## config.mk

```make
export PLATFORM = sky130hd
export DESIGN_NAME = div_result_display
export DESIGN_NICKNAME = d
export VERILOG_FILES = /design/src/rtl/div_disp_pkg.sv /design/src/rtl/div_result_display_seg7_decoder.sv /design/src/rtl/div_result_display.sv
export SDC_FILE = /design/constraint.sdc
export NUM_CORES = 1
export LEC_CHECK = 0
export CORE_UTILIZATION = 40
export DETAILED_ROUTE_END_ITERATION = 8
export SETUP_SLACK_MARGIN = 0.5
export SLEW_MARGIN = 20
export SYNTH_ARGS = -nofsm -noshare
export SYNTH_HDL_FRONTEND = slang
export SYNTH_SLANG_ARGS = --single-unit
export TNS_END_PERCENT = 50
```

## constraint.sdc

```tcl
create_clock -name clk -period 3.6 [get_ports clk]
set_clock_uncertainty 0.1 [all_clocks]
set_input_delay 0.72 -clock clk [delete_from_list [all_inputs] [get_ports clk]]
set_output_delay 0.72 -clock clk [all_outputs]
set_load 0.03 [all_outputs]
```

## src/rtl/div_disp_pkg.sv

```systemverilog
// Shared types, segment patterns and binary-to-BCD helper for the divider result display.
// Segment vectors are {g,f,e,d,c,b,a}, active-low.
package div_disp_pkg;

  typedef logic [6:0] seg_t;
  typedef logic [1:0] digit_idx_t;

  localparam seg_t SEG_BLANK = 7'b1111111;
  localparam seg_t SEG_DASH  = 7'b0111111;
  localparam seg_t SEG_E     = 7'b0000110;
  localparam seg_t SEG_R     = 7'b0101111;

  // A 4-bit value never exceeds 15, so the tens digit is at most 1.
  function automatic logic [7:0] bin4_to_bcd(input logic [3:0] v);
    logic [3:0] tens;
    logic [3:0] units;
    if (v >= 4'd10) begin
      tens  = 4'd1;
      units = v - 4'd10;
    end else begin
      tens  = 4'd0;
      units = v;
    end
    return {tens, units};
  endfunction

endpackage

```

## src/rtl/div_result_display_seg7_decoder.sv

```systemverilog
// Combinational decimal digit to active-low 7-segment pattern.
// Non-decimal codes and the blank flag both produce a dark digit.
module seg7_decoder
  import div_disp_pkg::*;
(
  input  logic [3:0] digit,
  input  logic       blank,
  output seg_t       seg
);

  always_comb begin
    seg = SEG_BLANK;
    if (!blank) begin
      case (digit)
        4'd0:    seg = 7'b1000000;
        4'd1:    seg = 7'b1111001;
        4'd2:    seg = 7'b0100100;
        4'd3:    seg = 7'b0110000;
        4'd4:    seg = 7'b0011001;
        4'd5:    seg = 7'b0010010;
        4'd6:    seg = 7'b0000010;
        4'd7:    seg = 7'b1111000;
        4'd8:    seg = 7'b0000000;
        4'd9:    seg = 7'b0010000;
        default: seg = SEG_BLANK;
      endcase
    end
  end

endmodule

```

## src/rtl/div_result_display.sv

```systemverilog
// Captures a divider quotient/remainder on load and scans it onto four multiplexed 7-segment digits.
// Quotient on digits 3..2, remainder on 1..0; dashes before first load, "Err" on divide-by-zero.
module div_result_display
  import div_disp_pkg::*;
#(
  parameter int SCAN_DIV = 50000,
  parameter bit BLANK_LZ = 1'b1
) (
  input  logic       clk,
  input  logic       rst,
  input  logic       load,
  input  logic [3:0] quotient,
  input  logic [3:0] remainder,
  input  logic       div_by_zero,
  output seg_t       seg,
  output logic [3:0] an,
  output logic       data_valid
);

  localparam int CW = (SCAN_DIV > 2) ? $clog2(SCAN_DIV) : 1;
  localparam logic [CW-1:0] TC = CW'(SCAN_DIV - 1);

  logic [3:0]  q_r;
  logic [3:0]  r_r;
  logic        dz_r;
  logic [CW-1:0] cnt;
  digit_idx_t  idx;

  logic [7:0]  bcd_q;
  logic [7:0]  bcd_r;
  logic [3:0]  digit;
  logic        digit_blank;
  logic        use_special;
  seg_t        special_seg;
  seg_t        dec_seg;
  seg_t        seg_next;

  assign bcd_q = bin4_to_bcd(q_r);
  assign bcd_r = bin4_to_bcd(r_r);

  // Digit content selection from the currently scanned index and captured data.
  always_comb begin
    digit       = 4'd0;
    digit_blank = 1'b0;
    use_special = 1'b0;
    special_seg = SEG_BLANK;
    if (!data_valid) begin
      use_special = 1'b1;
      special_seg = SEG_DASH;
    end else if (dz_r) begin
      use_special = 1'b1;
      case (idx)
        2'd3:    special_seg = SEG_E;
        2'd2:    special_seg = SEG_R;
        2'd1:    special_seg = SEG_R;
        default: special_seg = SEG_BLANK;
      endcase
    end else begin
      case (idx)
        2'd3: begin
          digit       = bcd_q[7:4];
          digit_blank = BLANK_LZ && (bcd_q[7:4] == 4'd0);
        end
        2'd2:    digit = bcd_q[3:0];
        2'd1: begin
          digit       = bcd_r[7:4];
          digit_blank = BLANK_LZ && (bcd_r[7:4] == 4'd0);
        end
        default: digit = bcd_r[3:0];
      endcase
    end
  end

  seg7_decoder u_dec (
    .digit (digit),
    .blank (digit_blank),
    .seg   (dec_seg)
  );

  assign seg_next = use_special ? special_seg : dec_seg;

  always_ff @(posedge clk) begin
    if (rst) begin
      q_r        <= 4'd0;
      r_r        <= 4'd0;
      dz_r       <= 1'b0;
      data_valid <= 1'b0;
      cnt        <= '0;
      idx        <= 2'd0;
      seg        <= SEG_BLANK;
      an         <= 4'b1111;
    end else begin
      if (load) begin
        q_r        <= quotient;
        r_r        <= remainder;
        dz_r       <= div_by_zero;
        data_valid <= 1'b1;
      end
      if (cnt == TC) begin
        cnt <= '0;
        idx <= idx + 2'd1;
      end else begin
        cnt <= cnt + 1'b1;
      end
      // Outputs reflect the index and data held before this edge.
      seg <= seg_next;
      an  <= ~(4'b0001 << idx);
    end
  end

endmodule
```

==> impl_metrics.prom <==
# TYPE chip_impl_metric gauge
chip_impl_metric{name="finalHoldWorstSlack",unit="ns"} 0.341
chip_impl_metric{name="core-area",unit="sq um"} 4750
chip_impl_metric{name="timing.final.hold_violations",unit=""} 0
chip_impl_metric{name="clkSinkCount",unit=""} 39
chip_impl_info{name="critical_path.endpoint_type",value="flop"} 1
chip_impl_metric{name="number_of_design_rule_violations_left_after_detail_routing",unit=""} 0
chip_impl_metric{name="asyncSetResetFlopFracSynth",unit="%"} 0
chip_impl_metric{name="dp.final_hpwl",unit="mm"} 2.73
chip_impl_metric{name="critPathArrivalTime",unit="ns"} 2.72
chip_impl_info{name="critical_path_source_type",value="flop"} 1
chip_impl_metric{name="placement.io_buffers",unit=""} 23
chip_impl_metric{name="route.detailed.wl_per_inst",unit="um"} 12.2
chip_impl_metric{name="drt_iter0_drc",unit=""} 96
chip_impl_metric{name="required",unit="ns"} 3.67
chip_impl_metric{name="power.ir.vdd_worst",unit="V"} 0.000203
chip_impl_metric{name="postLayoutCoreUtil",unit="%"} 50.4
chip_impl_metric{name="avg_cell_area_syn",unit="sq um"} 9.01
chip_impl_info{name="rsz_0062_raised_after_global_routing",value="no"} 1
chip_impl_metric{name="yosys_warning_total",unit=""} 0
chip_impl_metric{name="final-setup-viol-count",unit=""} 0
chip_impl_metric{name="power.static_leakage",unit="nW"} 0.958
chip_impl_metric{name="ff2ff_path_depth",unit=""} 9
chip_impl_metric{name="tightestPinTransition",unit="ns"} 0.618
chip_impl_metric{name="cts_setup_buffers",unit=""} 0
chip_impl_metric{name="grt_pass1_wl",unit="mm"} 6.72
chip_impl_metric{name="max_cap_viol_count",unit=""} 0
chip_impl_metric{name="rrSetupSlack",unit="ns"} 0.95
chip_impl_metric{name="detailed_route_via_count",unit=""} 1572
chip_impl_metric{name="post_synth_instance_area",unit="sq um"} 1990
chip_impl_metric{name="finalCritPeriodShare",unit="%"} 73.5
chip_impl_metric{name="period_needed",unit="ns"} 2.65
chip_impl_metric{name="std_cell_rows",unit=""} 25
chip_impl_metric{name="viasPerCell",unit=""} 5.02
chip_impl_metric{name="antenna_left",unit=""} 0
chip_impl_metric{name="fillCellCount",unit=""} 471
chip_impl_metric{name="cts_hold_buf",unit=""} 0
chip_impl_metric{name="via_count_of_the_first_global_routing_pass",unit=""} 1471
chip_impl_metric{name="cts.reportedPaths.clkPinSlew",unit="ns"} 0.07
chip_impl_metric{name="max_slew_margin",unit="%"} 58.8
chip_impl_metric{name="synth_nets",unit=""} 248
chip_impl_metric{name="numCtsBuffers",unit=""} 5
chip_impl_info{name="cell_types_with_the_largest_area_share_after_synthesis",value="sky130_fd_sc_hd__dfxtp_1 (39%), sky130_fd_sc_hd__ha_1 (9.4%), sky130_fd_sc_hd__nor2_1 (7.7%)"} 1
chip_impl_info{name="tritoncts",value="built"} 1
chip_impl_metric{name="gr-usage-met3",unit="%"} 3.75
chip_impl_info{name="synth_most_common_cell",value="sky130_fd_sc_hd__nor2_1"} 1
chip_impl_metric{name="area_growth_syn_to_layout",unit="%"} 20.3
chip_impl_info{name="netlist_top_cells_count",value="sky130_fd_sc_hd__nor2_1 (41), sky130_fd_sc_hd__dfxtp_1 (39), sky130_fd_sc_hd__ha_1 (15)"} 1
chip_impl_metric{name="gate_count_of_the_mapped_netlist",unit=""} 221
chip_impl_info{name="ys_dominant_reg_cell",value="sky130_fd_sc_hd__dfxtp_1"} 1
chip_impl_metric{name="routed_wirelength",unit="mm"} 3.83
chip_impl_metric{name="gp_congestion",unit=""} 0.842
chip_impl_metric{name="number_of_enable_type_register_cells_in_the_synthesized_netlist",unit=""} 0
chip_impl_metric{name="final_max_slew_viol_count",unit=""} 0
chip_impl_metric{name="register_area_share_after_synthesis",unit="%"} 39.2
chip_impl_metric{name="fraction_of_layout_instances_using_a_drive_strength_above_1",unit="%"} 4.88
chip_impl_metric{name="grt_max_degree",unit=""} 22
chip_impl_metric{name="power_after_layout",unit="uW"} 953
chip_impl_metric{name="pwr_density_cell",unit="nW/um^2"} 398
chip_impl_info{name="setup.worst_path.class",value="flop to flop"} 1
chip_impl_metric{name="cts_max_level",unit=""} 2
chip_impl_info{name="run_status",value="finished, final reports clean"} 1
chip_impl_info{name="synth_area_leader",value="sky130_fd_sc_hd__dfxtp_1"} 1
chip_impl_metric{name="tns",unit="ns"} 0
chip_impl_metric{name="grt.met2_usage",unit="%"} 26.1
chip_impl_info{name="worstHoldPathType",value="flop to flop"} 1
chip_impl_metric{name="floorplan.initialDensity",unit="%"} 41.9
chip_impl_metric{name="seqCellArea",unit="sq um"} 781
chip_impl_info{name="clock-root-buffer",value="sky130_fd_sc_hd__clkbuf_8"} 1
chip_impl_info{name="grt_busiest_layer",value="met2"} 1
chip_impl_metric{name="groute.layer.met1.usage",unit="%"} 21.7
chip_impl_metric{name="die_area",unit="sq um"} 5270
chip_impl_metric{name="clkLatencyLatePin",unit="ns"} 0.29
chip_impl_metric{name="fmax",unit="GHz"} 0.378
chip_impl_metric{name="cts_repair_resize_count",unit=""} 0
chip_impl_metric{name="die_h",unit="um"} 72.6
chip_impl_metric{name="combined_area_of_the_multi_input_logic_cells",unit="sq um"} 1130
chip_impl_metric{name="synth_cell_types",unit=""} 42
chip_impl_metric{name="antennaDiodeCount",unit=""} 0
chip_impl_metric{name="timing.hold.worst_path_depth",unit=""} 1
chip_impl_metric{name="total_global_route_track_usage",unit="%"} 16.3
chip_impl_metric{name="floorplan.io_pins",unit=""} 24
chip_impl_metric{name="worst-path-max-fanout",unit=""} 8
chip_impl_metric{name="remaining_overflow_grt",unit=""} 0
chip_impl_metric{name="clock_tree.buffer_depth",unit=""} 2
chip_impl_metric{name="antenna_found_initial",unit=""} 0
chip_impl_metric{name="finish.net_count",unit=""} 272
chip_impl_metric{name="synth_top_cell_area_share",unit="%"} 39.2
chip_impl_metric{name="drt_pass1_iterations",unit=""} 4
chip_impl_metric{name="synth_seq_cells",unit=""} 39
chip_impl_metric{name="die_x",unit="um"} 72.6
placed cells by master (no fill, tap or decap), drive strengths merged, types with 3 or more instances in the layout:
master,count
and3,3
nor4b,3
o21ai,6
o211ai,4
dfxtp,39
nand2,8
ha,15
a21oi,5
mux2i,10
nor2,41
clkdlybuf4s50,23
xor2,8
clkbuf,6
nand2b,8
inv,10
nor2b,4
nand4,6
nand3b,3
xnor2,8
nand3,7
layout make-up:
type                       count  share of cell area (%)
clock buffer                   6                    3.45
sequential                    39                    32.6
multi-input combinational    164                    47.4
timing repair buffer          24                    9.92
tap                           67                    3.50
inverter                      11                    1.72
clock inverter                 2                    1.46
worst max-delay path, cell delays in order, from the launching register on:
cell and delay [ns]:
sky130_fd_sc_hd__dfxtp_1 0.39, sky130_fd_sc_hd__inv_1 0.12, sky130_fd_sc_hd__ha_1 0.30, sky130_fd_sc_hd__nor2b_1 0.22, sky130_fd_sc_hd__a22o_1 0.36, sky130_fd_sc_hd__nand2_1 0.18
sky130_fd_sc_hd__ha_1 0.35, sky130_fd_sc_hd__inv_1 0.05, sky130_fd_sc_hd__o41ai_1 0.39, sky130_fd_sc_hd__nor2_1 0.07
where the power goes:
part | switching (mW) | internal [mW] | leakage [nW]
Sequential | 0.0141 | 0.448 | 0.319
Clock | 0.153 | 0.224 | 0.0612
Combinational | 0.0601 | 0.0532 | 0.578
through the flow:
stage | instances | instance area [sq um] | worst slack (ns)
after floorplan | 221 | 1990 | 1.26
after detailed placement | 305 | 2280 | 0.990
after CTS | 313 | 2400 | 0.964
after global placement | 305 | 2280 | 1.07
after global routing | 313 | 2400 | 0.764
final | 313 | 2400 | 0.955
final timing paths:
path | startpoint | endpoint
max | idx[0] | seg[3]
min | cnt[0] | cnt[0]
max reg2reg | idx[0] | seg[3]
min reg2reg | cnt[0] | cnt[0]
flip-flops by register name (all words and copies together) (netlist names):
| name | count |
|---|---|
| cnt | 16 |
| seg | 7 |
| an | 4 |
| q_r | 4 |
| r_r | 4 |
| idx | 2 |
| data_valid | 1 |
| dz_r | 1 |
logic make-up after synthesis:
family / synth area share, %
buf+inv: 3.83
compound gates: 13.3
simple gates: 22.2
flops: 39.2
xor+xnor: 7.04
mux: 5.03
fa+ha+maj: 9.42
per-layer routing:
layer  wire length (um)  up-vias
li1                   -      810
met1               1920      722
met2               1710       33
met3                141        7
met4                 54        0
met5                  0        -
(Power assumes the default switching activity.)
